[src/rtl/mc_ctrl_pkg.sv]
// Shared types and encodings for the multi-cycle RV32I control unit:
// FSM state enum, opcode constants and datapath select encodings.
package mc_ctrl_pkg;

    typedef enum logic [3:0] {
        S_FETCH    = 4'd0,
        S_DECODE   = 4'd1,
        S_MEMADR   = 4'd2,
        S_MEMREAD  = 4'd3,
        S_MEMWB    = 4'd4,
        S_MEMWRITE = 4'd5,
        S_EXECR    = 4'd6,
        S_EXECI    = 4'd7,
        S_ALUWB    = 4'd8,
        S_BEQ      = 4'd9,
        S_JAL      = 4'd10,
        S_TRAP     = 4'd11
    } state_t;

    localparam logic [6:0] OP_LW   = 7'b0000011;
    localparam logic [6:0] OP_SW   = 7'b0100011;
    localparam logic [6:0] OP_R    = 7'b0110011;
    localparam logic [6:0] OP_I    = 7'b0010011;
    localparam logic [6:0] OP_BEQ  = 7'b1100011;
    localparam logic [6:0] OP_JAL  = 7'b1101111;

    localparam logic [1:0] RES_ALUOUT = 2'b00;
    localparam logic [1:0] RES_DATA   = 2'b01;
    localparam logic [1:0] RES_ALURES = 2'b10;

    localparam logic [1:0] SRCA_PC    = 2'b00;
    localparam logic [1:0] SRCA_OLDPC = 2'b01;
    localparam logic [1:0] SRCA_RD1   = 2'b10;

    localparam logic [1:0] SRCB_RD2   = 2'b00;
    localparam logic [1:0] SRCB_IMM   = 2'b01;
    localparam logic [1:0] SRCB_FOUR  = 2'b10;

    localparam logic [1:0] ALUOP_ADD  = 2'b00;
    localparam logic [1:0] ALUOP_SUB  = 2'b01;
    localparam logic [1:0] ALUOP_FN   = 2'b10;

    // States whose exit to FETCH completes (retires) an instruction.
    function automatic logic is_retire_state(state_t s);
        return (s == S_MEMWB) || (s == S_MEMWRITE) ||
               (s == S_ALUWB) || (s == S_BEQ);
    endfunction

endpackage

[src/rtl/mc_control_fsm_if.sv]
// Control bundle between the main control FSM and the datapath.
// master: FSM side (drives selects/enables, reads opcode and flags).
// slave:  datapath side (drives opcode and flags, reads controls).
interface mc_control_fsm_if;

    logic [6:0] op;
    logic [2:0] funct3;
    logic       funct7_5;
    logic       zero;
    logic       mem_ready;

    logic       pc_write;
    logic       adr_src;
    logic       mem_write;
    logic       ir_write;
    logic [1:0] result_src;
    logic [1:0] alu_src_a;
    logic [1:0] alu_src_b;
    logic [1:0] alu_op;
    logic       reg_write;
    logic       illegal_instr;

    modport master (
        input  op, funct3, funct7_5, zero, mem_ready,
        output pc_write, adr_src, mem_write, ir_write,
        output result_src, alu_src_a, alu_src_b, alu_op,
        output reg_write, illegal_instr
    );

    modport slave (
        output op, funct3, funct7_5, zero, mem_ready,
        input  pc_write, adr_src, mem_write, ir_write,
        input  result_src, alu_src_a, alu_src_b, alu_op,
        input  reg_write, illegal_instr
    );

endinterface

[src/rtl/mc_ctrl_perf.sv]
// Cycle and retired-instruction counters for the control FSM.
// Ports: clk, rst_n (sync, active-low), retire (1-cycle strobe),
// cycle_cnt / instret_cnt (32-bit, wrap at 2^32).
module mc_ctrl_perf (
    input  logic        clk,
    input  logic        rst_n,
    input  logic        retire,
    output logic [31:0] cycle_cnt,
    output logic [31:0] instret_cnt
);

    logic [31:0] cycle_cnt_q;
    logic [31:0] cycle_cnt_d;
    logic [31:0] instret_cnt_q;
    logic [31:0] instret_cnt_d;

    always_comb begin
        cycle_cnt_d   = cycle_cnt_q + 32'd1;
        instret_cnt_d = instret_cnt_q;
        if (retire) begin
            instret_cnt_d = instret_cnt_q + 32'd1;
        end
    end

    always_ff @(posedge clk) begin
        if (!rst_n) begin
            cycle_cnt_q   <= '0;
            instret_cnt_q <= '0;
        end else begin
            cycle_cnt_q   <= cycle_cnt_d;
            instret_cnt_q <= instret_cnt_d;
        end
    end

    assign cycle_cnt   = cycle_cnt_q;
    assign instret_cnt = instret_cnt_q;

endmodule

[src/rtl/mc_control_fsm.sv]
// Multi-cycle RV32I main control FSM (fetch/decode/execute/mem/wb).
// Ports: clk, rst_n (sync, active-low), bus (mc_control_fsm_if.master:
// op/funct/zero/mem_ready in, datapath selects and enables out).
// Option MC_CTRL_PERF_EN adds cycle_cnt / instret_cnt outputs.
module mc_control_fsm
    import mc_ctrl_pkg::*;
(
    input  logic             clk,
    input  logic             rst_n,
    mc_control_fsm_if.master bus
`ifdef MC_CTRL_PERF_EN
    ,
    output logic [31:0]      cycle_cnt,
    output logic [31:0]      instret_cnt
`endif
);

    state_t state_q;
    state_t state_d;
    state_t dec_state;

    logic       pc_update;
    logic       branch;
    logic       ir_en;
    logic       mem_we;
    logic       reg_we;
    logic       ill;
    logic       adr_sel;
    logic [1:0] res_sel;
    logic [1:0] a_sel;
    logic [1:0] b_sel;
    logic [1:0] aop;

    always_ff @(posedge clk) begin
        if (!rst_n) begin
            state_q <= S_FETCH;
        end else begin
            state_q <= state_d;
        end
    end

    always_comb begin
        state_d = S_FETCH;
        case (state_q)
            S_FETCH: begin
                state_d = bus.mem_ready ? S_DECODE : S_FETCH;
            end
            S_DECODE: begin
                case (bus.op)
                    OP_LW:   state_d = S_MEMADR;
                    OP_SW:   state_d = S_MEMADR;
                    OP_R:    state_d = S_EXECR;
                    OP_I:    state_d = S_EXECI;
                    OP_BEQ:  state_d = S_BEQ;
                    OP_JAL:  state_d = S_JAL;
                    default: state_d = S_TRAP;
                endcase
            end
            S_MEMADR: begin
                state_d = (bus.op == OP_LW) ? S_MEMREAD : S_MEMWRITE;
            end
            S_MEMREAD: begin
                state_d = bus.mem_ready ? S_MEMWB : S_MEMREAD;
            end
            S_MEMWB:    state_d = S_FETCH;
            S_MEMWRITE: begin
                state_d = bus.mem_ready ? S_FETCH : S_MEMWRITE;
            end
            S_EXECR:    state_d = S_ALUWB;
            S_EXECI:    state_d = S_ALUWB;
            S_ALUWB:    state_d = S_FETCH;
            S_BEQ:      state_d = S_FETCH;
            S_JAL:      state_d = S_ALUWB;
            S_TRAP:     state_d = S_FETCH;
            default:    state_d = S_FETCH;
        endcase
    end

    // While reset is held the outputs show the FETCH decode, whatever
    // state the register currently holds.
    assign dec_state = rst_n ? state_q : S_FETCH;

    always_comb begin
        pc_update = 1'b0;
        branch    = 1'b0;
        ir_en     = 1'b0;
        mem_we    = 1'b0;
        reg_we    = 1'b0;
        ill       = 1'b0;
        adr_sel   = 1'b0;
        res_sel   = RES_ALUOUT;
        a_sel     = SRCA_PC;
        b_sel     = SRCB_RD2;
        aop       = ALUOP_ADD;
        case (dec_state)
            S_FETCH: begin
                a_sel     = SRCA_PC;
                b_sel     = SRCB_FOUR;
                res_sel   = RES_ALURES;
                ir_en     = bus.mem_ready;
                pc_update = bus.mem_ready;
            end
            S_DECODE: begin
                a_sel = SRCA_OLDPC;
                b_sel = SRCB_IMM;
            end
            S_MEMADR: begin
                a_sel = SRCA_RD1;
                b_sel = SRCB_IMM;
            end
            S_MEMREAD: begin
                adr_sel = 1'b1;
                res_sel = RES_ALUOUT;
            end
            S_MEMWB: begin
                res_sel = RES_DATA;
                reg_we  = 1'b1;
            end
            S_MEMWRITE: begin
                adr_sel = 1'b1;
                res_sel = RES_ALUOUT;
                mem_we  = 1'b1;
            end
            S_EXECR: begin
                a_sel = SRCA_RD1;
                b_sel = SRCB_RD2;
                aop   = ALUOP_FN;
            end
            S_EXECI: begin
                a_sel = SRCA_RD1;
                b_sel = SRCB_IMM;
                aop   = ALUOP_FN;
            end
            S_ALUWB: begin
                res_sel = RES_ALUOUT;
                reg_we  = 1'b1;
            end
            S_BEQ: begin
                a_sel   = SRCA_RD1;
                b_sel   = SRCB_RD2;
                aop     = ALUOP_SUB;
                res_sel = RES_ALUOUT;
                branch  = 1'b1;
            end
            S_JAL: begin
                a_sel     = SRCA_OLDPC;
                b_sel     = SRCB_FOUR;
                res_sel   = RES_ALUOUT;
                pc_update = 1'b1;
            end
            S_TRAP: begin
                ill = 1'b1;
            end
            default: begin
                ill = 1'b0;
            end
        endcase
    end

    assign bus.pc_write      = rst_n & (pc_update | (branch & bus.zero));
    assign bus.ir_write      = rst_n & ir_en;
    assign bus.mem_write     = rst_n & mem_we;
    assign bus.reg_write     = rst_n & reg_we;
    assign bus.illegal_instr = rst_n & ill;
    assign bus.adr_src       = adr_sel;
    assign bus.result_src    = res_sel;
    assign bus.alu_src_a     = a_sel;
    assign bus.alu_src_b     = b_sel;
    assign bus.alu_op        = aop;

`ifdef MC_CTRL_PERF_EN
    logic retire;

    // An instruction retires when a completing state hands back to FETCH.
    assign retire = rst_n && (state_d == S_FETCH) &&
                    is_retire_state(state_q);

    mc_ctrl_perf u_perf (
        .clk         (clk),
        .rst_n       (rst_n),
        .retire      (retire),
        .cycle_cnt   (cycle_cnt),
        .instret_cnt (instret_cnt)
    );
`endif

endmodule
[src/flat_wrapper.sv]
// flat-port wrapper written by rule: the top's interface ports become plain ports
module mc_control_fsm_flat import mc_ctrl_pkg::*;
  (clk, rst_n, bus_op, bus_funct3, bus_funct7_5, bus_zero, bus_mem_ready, bus_pc_write, bus_adr_src, bus_mem_write, bus_ir_write, bus_result_src, bus_alu_src_a, bus_alu_src_b, bus_alu_op, bus_reg_write, bus_illegal_instr);
  mc_control_fsm_if bus_i ();
  input  logic clk;
  input  logic rst_n;
  input wire logic [$bits(bus_i.op)-1:0] bus_op;
  input wire logic [$bits(bus_i.funct3)-1:0] bus_funct3;
  input wire logic [$bits(bus_i.funct7_5)-1:0] bus_funct7_5;
  input wire logic [$bits(bus_i.zero)-1:0] bus_zero;
  input wire logic [$bits(bus_i.mem_ready)-1:0] bus_mem_ready;
  output wire logic [$bits(bus_i.pc_write)-1:0] bus_pc_write;
  output wire logic [$bits(bus_i.adr_src)-1:0] bus_adr_src;
  output wire logic [$bits(bus_i.mem_write)-1:0] bus_mem_write;
  output wire logic [$bits(bus_i.ir_write)-1:0] bus_ir_write;
  output wire logic [$bits(bus_i.result_src)-1:0] bus_result_src;
  output wire logic [$bits(bus_i.alu_src_a)-1:0] bus_alu_src_a;
  output wire logic [$bits(bus_i.alu_src_b)-1:0] bus_alu_src_b;
  output wire logic [$bits(bus_i.alu_op)-1:0] bus_alu_op;
  output wire logic [$bits(bus_i.reg_write)-1:0] bus_reg_write;
  output wire logic [$bits(bus_i.illegal_instr)-1:0] bus_illegal_instr;
  assign bus_i.op = bus_op;
  assign bus_i.funct3 = bus_funct3;
  assign bus_i.funct7_5 = bus_funct7_5;
  assign bus_i.zero = bus_zero;
  assign bus_i.mem_ready = bus_mem_ready;
  assign bus_pc_write = bus_i.pc_write;
  assign bus_adr_src = bus_i.adr_src;
  assign bus_mem_write = bus_i.mem_write;
  assign bus_ir_write = bus_i.ir_write;
  assign bus_result_src = bus_i.result_src;
  assign bus_alu_src_a = bus_i.alu_src_a;
  assign bus_alu_src_b = bus_i.alu_src_b;
  assign bus_alu_op = bus_i.alu_op;
  assign bus_reg_write = bus_i.reg_write;
  assign bus_illegal_instr = bus_i.illegal_instr;
  mc_control_fsm u_core (.clk(clk), .rst_n(rst_n), .bus(bus_i));
endmodule
[config.mk]
export PLATFORM = sky130hd
export DESIGN_NAME = mc_control_fsm_flat
export DESIGN_NICKNAME = d
export VERILOG_FILES = /design/src/rtl/mc_ctrl_pkg.sv /design/src/rtl/mc_control_fsm_if.sv /design/src/rtl/mc_ctrl_perf.sv /design/src/rtl/mc_control_fsm.sv /design/src/flat_wrapper.sv
export SDC_FILE = /design/constraint.sdc
export NUM_CORES = 1
export LEC_CHECK = 0
export ABC_AREA = 0
export CAP_MARGIN = 30
export CORE_UTILIZATION = 30
export CTS_CLUSTER_SIZE = 10
export DETAILED_ROUTE_END_ITERATION = 16
export GPL_TIMING_DRIVEN = 0
export SKIP_LAST_GASP = 1
export SYNTH_ARGS = -nofsm -noshare
export SYNTH_HDL_FRONTEND = slang
export SYNTH_SLANG_ARGS = --single-unit
[constraint.sdc]
create_clock -name clk -period 2.1 [get_ports clk]
set_input_delay 0.42 -clock clk [delete_from_list [all_inputs] [get_ports clk]]
set_output_delay 0.42 -clock clk [all_outputs]
set_load 0.03 [all_outputs]
==> flow_metrics.env, run 1 <==
export IMPL_async_reset_ff_share_pct=0
export IMPL_ys_seq_elements=4
export IMPL_vias=659
export IMPL_synth_area_leaders="dfxtp_1 (15%), a21oi_1 (6.7%), nor2_1 (5.7%)"
export IMPL_clk_pin_slew_ns=0.04
export IMPL_grt_pass1_vias=567
export IMPL_ir_drop_mv=0.453
export IMPL_setup_viol=0
export IMPL_worst_slack_ns=0.0811
export IMPL_end_kind="primary output"
export IMPL_grtUsageTotal_pct=16.4
export IMPL_worst_path_dominant_cell_family="buffers and inverters"
export IMPL_h_tree_depth=1
export IMPL_grt_start_max_net_pins=11
export IMPL_p_sw_share_pct=52.9
export IMPL_antenna_left=0
export IMPL_drt_iter0_markers=10
export IMPL_cp_arrival_ns=1.60
export IMPL_crit_buf_inv=2
export IMPL_synth_edff_count=0
export IMPL_path_class="primary input to primary output"
export IMPL_largestRegisters="u_core.state_q (4)"
export IMPL_wirelength_mm=1.48
export IMPL_cp_required_ns=1.68
export IMPL_drive_gt1_share_pct=23.1
export IMPL_min_period_over_period_pct=96.1
export IMPL_largest_reg_flops=4
export IMPL_final_nets=121
export IMPL_crit_slowest_cell="clkdlybuf4s50_1"
export IMPL_largest_register="u_core.state_q"
export IMPL_dr_pass1_iters=4
export IMPL_clockBufferDepth=2
export IMPL_gp_congestion=0.752
export IMPL_min_period_ns=2.02
export IMPL_postSynthCellCount=78
export IMPL_numCtsBuffers=3
export IMPL_ioPinCount=29
export IMPL_clock_fmax_mhz=495
export IMPL_fp_dieArea_sq_um=1910
export IMPL_slew_headroom_pct=57.2
export IMPL_ys_types=37
export IMPL_power_total_uw=938
export IMPL_hold_viol=0
export IMPL_initial_utilization_pct=33.5
export IMPL_synthTopCellsByCount="nor2_1 (8), a21oi_1 (7), nand2_1 (6), clkbuf_1 (5), o21ai_0 (5)"
export IMPL_viasPerCell=5.49
export IMPL_syn_cell_area_sq_um=523
export IMPL_crit_fanout=5
export IMPL_post_place_ws_ns=-0.716
export IMPL_yosysTopAreaCell="dfxtp_1"
export IMPL_postCtsSetupBuffers=0
export IMPL_coreArea_sq_um=1560
export IMPL_cts_sinks=4
export IMPL_cts_root_buffer="clkbuf_4"
export IMPL_power_switching_uw=496
export IMPL_cellPowerDensity_nw_per_um2=1150
export IMPL_tightest_slew_ns=0.633
export IMPL_combPwrFrac_pct=75.1
export IMPL_fin_cells=120
export IMPL_synth_top_cell_area_share_pct=15.3
export IMPL_grt_pass1_wl_mm=2.41
export IMPL_grt_overflow=0
export IMPL_skew_ns=0.00166
export IMPL_die_w_um=43.8
export IMPL_cts_tree="built"
export IMPL_seqPwrFrac_pct=14.8
export IMPL_synth_most_common_cell="nor2_1"
export IMPL_dpl_instance_area_sq_um=797
export IMPL_drv_slew=0
export IMPL_yosysWarnings=0
export IMPL_portBuffers=24
export IMPL_synth_area_per_cell_sq_um=6.71
export IMPL_start_kind="primary input"
export IMPL_hold_buffers=0
export IMPL_maxCapViolations=0
export IMPL_dp_cells=118
export IMPL_clk_latency_ns=0.23
export IMPL_hold_class="primary input to register"
export IMPL_die_y_um=43.8
export IMPL_clkPwrFrac_pct=10.1
export IMPL_synthToLayoutAreaGrowth_pct=55.5
export IMPL_ys_flop_type="dfxtp_1"
export IMPL_internal_power_uw=442
export IMPL_rsz0062_at_grt="yes"
export IMPL_diodes=0
export IMPL_floorplan_rows=14
export IMPL_outcome="finished, final reports clean"
export IMPL_routedWlPerCell_um=12.3
export IMPL_antenna_found_initial=0
export IMPL_p_leak_uw=0.000319
export IMPL_path_cells="clkdlybuf4s50_1 -> nand3_1 -> nor2_1 -> dlygate4sd2_1"
export IMPL_dp_hpwl_mm=1.12
export IMPL_critPathMaxStageDelay_ns=0.56
export IMPL_fin_area_sq_um=813
export IMPL_synth_fp_nets=93
export IMPL_ys_seq_area_share_pct=15.3
export IMPL_drc_errors=0
## placed cells by master, fill, tap and decap left out, types with 2 or more instances in the layout
| cell | n |
|---|---|
| buf_2 | 4 |
| dlygate4sd2_1 | 7 |
| clkdlybuf4s15_2 | 4 |
| a21oi_1 | 7 |
| nand2b_1 | 2 |
| or3_1 | 2 |
| nor4b_1 | 2 |
| o21ai_0 | 5 |
| nor2_1 | 8 |
| inv_1 | 3 |
| clkbuf_4 | 4 |
| clkdlybuf4s50_1 | 9 |
| nand2_1 | 6 |
| mux2i_1 | 2 |
| nand3_1 | 3 |
| nor2b_1 | 2 |
| dfxtp_1 | 3 |
| clkbuf_2 | 3 |
## layout make-up
cell class,count,area (sq um)
timing repair buffer,24,216
tap,16,20.0
sequential,4,81.3
clock buffer,3,22.5
fill,177,746
inverter,3,11.3
multi-input combinational,65,432
buffer,5,30.0
## stage by stage
step / hold WS (ns) / TNS [ns] / util [%]
global placement: 0.629 / -6.18 / 51.1
floorplan: 0.567 / 0 / -
CTS: 0.642 / -0.00911 / 52.4
finish: 0.598 / 0 / 52.2
detailed placement: 0.636 / -6.46 / 51.1
global route: 0.627 / -0.0461 / 52.2
## cells by family after synthesis
| group | synth area share, % |
|---|---|
| and+or+nand+nor | 43.5 |
| AOI/OAI and AO/OA | 29.0 |
| buffers and inverters | 6.70 |
| muxes | 3.83 |
| xor gates and xnor gates | 1.67 |
| DFF | 15.3 |
## final timing paths
path	startpoint	endpoint	slack, ns	cells past startpoint
max	bus_mem_ready	bus_ir_write	0.08	4
min	rst_n	u_core.state_q[3]	0.60	3
max reg2reg	u_core.state_q[0]	u_core.state_q[2]	0.44	5
min reg2reg	u_core.state_q[2]	u_core.state_q[2]	0.64	3
## power by group through the flow
| stage | clock network (uW) | registers [uW] | logic [uW] |
|---|---|---|---|
| after floorplan | 0 | 116 | 520 |
| after global placement | 0 | 120 | 745 |
| after detailed placement | 0 | 121 | 743 |
| after CTS | 97.1 | 135 | 705 |
| after global routing | 106 | 144 | 769 |
| final | 94.6 | 139 | 704 |
## per-layer routing
| metal | share of wire [%] | track usage [%] | vias to the layer above |
|---|---|---|---|
| li1 | - | - | 342 |
| met1 | 50 | 23.5 | 307 |
| met2 | 47 | 24.8 | 8 |
| met3 | 1.4 | 2.50 | 2 |
| met4 | 1.3 | 5.63 | 0 |
| met5 | 0 | 0 | - |
## tightest hold or removal path: stages
cell and delay (ns):
clkbuf_2 0.15, nand2_1 0.15, nor2_1 0.06
## repair_timing
action                                 in CTS  in global routing
endpoints found under the hold margin       0                  0
setup endpoints to repair                  14                 13
resized for setup                          39                 12
Note: power is estimated with default switching activity, not from simulation.
==> run 2, diff against run 1 <==
--- a/config.mk
+++ b/config.mk
@@ -7,7 +7,9 @@
 export LEC_CHECK = 0
 export ABC_AREA = 0
 export CAP_MARGIN = 30
+export CORE_MARGIN = 5
 export CORE_UTILIZATION = 30
+export CTS_BUF_LIST = sky130_fd_sc_hd__clkbuf_8
 export CTS_CLUSTER_SIZE = 10
 export DETAILED_ROUTE_END_ITERATION = 16
 export GPL_TIMING_DRIVEN = 0
==> constraint.sdc (replaced) <==
create_clock -name clk -period 2.2 [get_ports clk]
set_input_delay 0.44 -clock clk [delete_from_list [all_inputs] [get_ports clk]]
set_output_delay 0.44 -clock clk [all_outputs]
set_load 0.03 [all_outputs]
==> run 2 against run 1 <==
Critical path type is now register to primary output; register-to-register slack improved by 0.09 ns; total power increased by 0.72%; global-route usage decreased by 3.6 points; critical endpoint is now bus_alu_src_a[1]; first-iteration DRC count decreased by 60%.
==> flow_metrics.env, run 2 (synthesis results as in run 1) <==
export IMPL_grt_pass1_vias=634
export IMPL_path_class="register to primary output"
export IMPL_clock_fmax_mhz=481
export IMPL_whs_endpoint="u_core.state_q[2]"
export IMPL_dp_cells=119
export IMPL_tightest_slew_ns=0.635
export IMPL_grt_pass1_wl_mm=2.74
export IMPL_min_period_over_period_pct=94.6
export IMPL_h_tree_depth=1
export IMPL_min_period_ns=2.08
export IMPL_fill_cells=180
export IMPL_antenna_left=0
export IMPL_final_cell_mix="clkdlybuf4s50_1 (9), nor2_1 (7), a21oi_1 (7), dlygate4sd2_1 (7), nand2_1 (6)"
export IMPL_regArea_sq_um=82.6
export IMPL_wirelength_mm=1.57
export IMPL_dpl_instance_area_sq_um=798
export IMPL_fin_cells=120
export IMPL_dr_pass1_iters=4
export IMPL_largest_register="u_core.state_q"
export IMPL_antenna_found_initial=0
export IMPL_slew_headroom_pct=57.0
export IMPL_vias=659
export IMPL_cellPowerDensity_nw_per_um2=1160
export IMPL_initial_utilization_pct=31.0
export IMPL_floorplan_rows=15
export IMPL_cp_required_ns=1.76
export IMPL_power_total_uw=944
export IMPL_drt_iter0_markers=4
export IMPL_drv_slew=0
export IMPL_largest_reg_flops=4
export IMPL_cts_root_buffer="clkbuf_8"
export IMPL_ioPinCount=29
export IMPL_fp_dieArea_sq_um=2680
export IMPL_maxCapViolations=0
export IMPL_fin_area_sq_um=815
export IMPL_multi_input_area_sq_um=427
export IMPL_use_met3_pct=1.72
export IMPL_postCtsSetupBuffers=0
export IMPL_diodes=0
export IMPL_final_common_cell="clkdlybuf4s50_1"
export IMPL_grt_busiest_layer="met2"
export IMPL_grt_start_max_net_pins=13
export IMPL_r2r_start="u_core.state_q[0]"
export IMPL_setup_viol=0
export IMPL_coreArea_sq_um=1690
export IMPL_viasPerCell=5.49
export IMPL_cts_sinks=4
export IMPL_largestRegisters="u_core.state_q (4)"
export IMPL_hp_start="rst_n"
export IMPL_dp_hpwl_mm=1.22
export IMPL_worst_r2r_endpoint="u_core.state_q[2]"
export IMPL_outcome="finished, final reports clean"
export IMPL_drc_errors=0
export IMPL_grt_overflow=0
export IMPL_gp_congestion=0.731
export IMPL_p_leak_uw=0.000314
export IMPL_hold_class="primary input to register"
export IMPL_grtUsageTotal_pct=12.8
export IMPL_clockBufferDepth=2
export IMPL_clk_latency_ns=0.22
export IMPL_die_y_um=51.8
export IMPL_end_kind="primary output"
export IMPL_skew_ns=0.00385
export IMPL_drive_gt1_share_pct=22.3
export IMPL_cp_arrival_ns=1.64
export IMPL_start_kind="register"
export IMPL_r2r_cells=5
export IMPL_synthToLayoutAreaGrowth_pct=55.7
export IMPL_grtUsageMet2_pct=21.8
export IMPL_cts_tree="built"
export IMPL_portBuffers=24
export IMPL_crit_fanout=10
export IMPL_hold_viol=0
export IMPL_utilization_pct=48.2
export IMPL_routedWlPerCell_um=13.1
export IMPL_r2r_slack_ns=0.53
export IMPL_ir_drop_mv=0.459
export IMPL_clk_pin_slew_ns=0.03
export IMPL_rsz0062_at_grt="no"
export IMPL_hold_buffers=0
export IMPL_min_path_cells=3
export IMPL_numCtsBuffers=3
export IMPL_die_w_um=51.8
export IMPL_met1_usage_pct=17.0
export IMPL_final_nets=120
-- run 2: worst max-delay path by stage --
stage	end	slack (ns)	cells past startpoint	startpoint
after floorplan	bus_alu_src_a[0]	0.08	4	u_core.state_q[3]
after global routing	bus_alu_src_a[1]	0.02	5	u_core.state_q[0]
after detailed placement	bus_pc_write	-0.67	6	rst_n
final	bus_alu_src_a[1]	0.12	5	u_core.state_q[0]
after CTS	bus_reg_write	0.03	4	u_core.state_q[3]
after global placement	bus_pc_write	-0.67	6	rst_n
-- run 2: worst max-delay path: stages (launching register included) --
cell and delay [ns]:
dfxtp_1 0.29, buf_2 0.19, buf_2 0.26, and4_1 0.20, o21a_1 0.12, clkdlybuf4s15_1 0.36
-- run 2: layout make-up --
| class | instances | area share [%] |
|---|---|---|
| multi-input cells | 65 | 52.4 |
| flip-flops and latches | 4 | 10.1 |
| well taps | 17 | 2.61 |
| repair buffers | 24 | 25.7 |
| inverters | 3 | 1.38 |
| clock buffers | 3 | 5.07 |
| plain buffers | 4 | 2.76 |
-- run 2: timing repair --
| action | 4_1_cts | 5_1_grt |
|---|---|---|
| setup endpoints to repair | 14 | 11 |
| cloned | 0 | 0 |
| gates resized for setup | 28 | 17 |
-- run 2: power by group --
group | switching [uW] | internal [uW] | total [uW]
clock | 36.6 | 117 | 153
sequential | 39.1 | 104 | 143
combinational | 403 | 245 | 648
-- run 2: stage by stage --
stage / hold slack [ns] / TNS [ns] / worst slack, ns
2_1_floorplan: 0.567 / 0 / 0.0815
3_3_place_gp: 0.611 / -5.54 / -0.673
3_5_place_dp: 0.621 / -5.70 / -0.674
4_1_cts: 0.666 / 0 / 0.0280
5_1_grt: 0.658 / 0 / 0.0178
6_report: 0.627 / 0 / 0.119
-- run 2: metal layers --
| layer | vias to the layer above | wire, um |
|---|---|---|
| met4 | 0 | 14 |
| met1 | 303 | 746 |
| li1 | 340 | - |
| met5 | - | 0 |
| met2 | 14 | 759 |
| met3 | 2 | 48 |
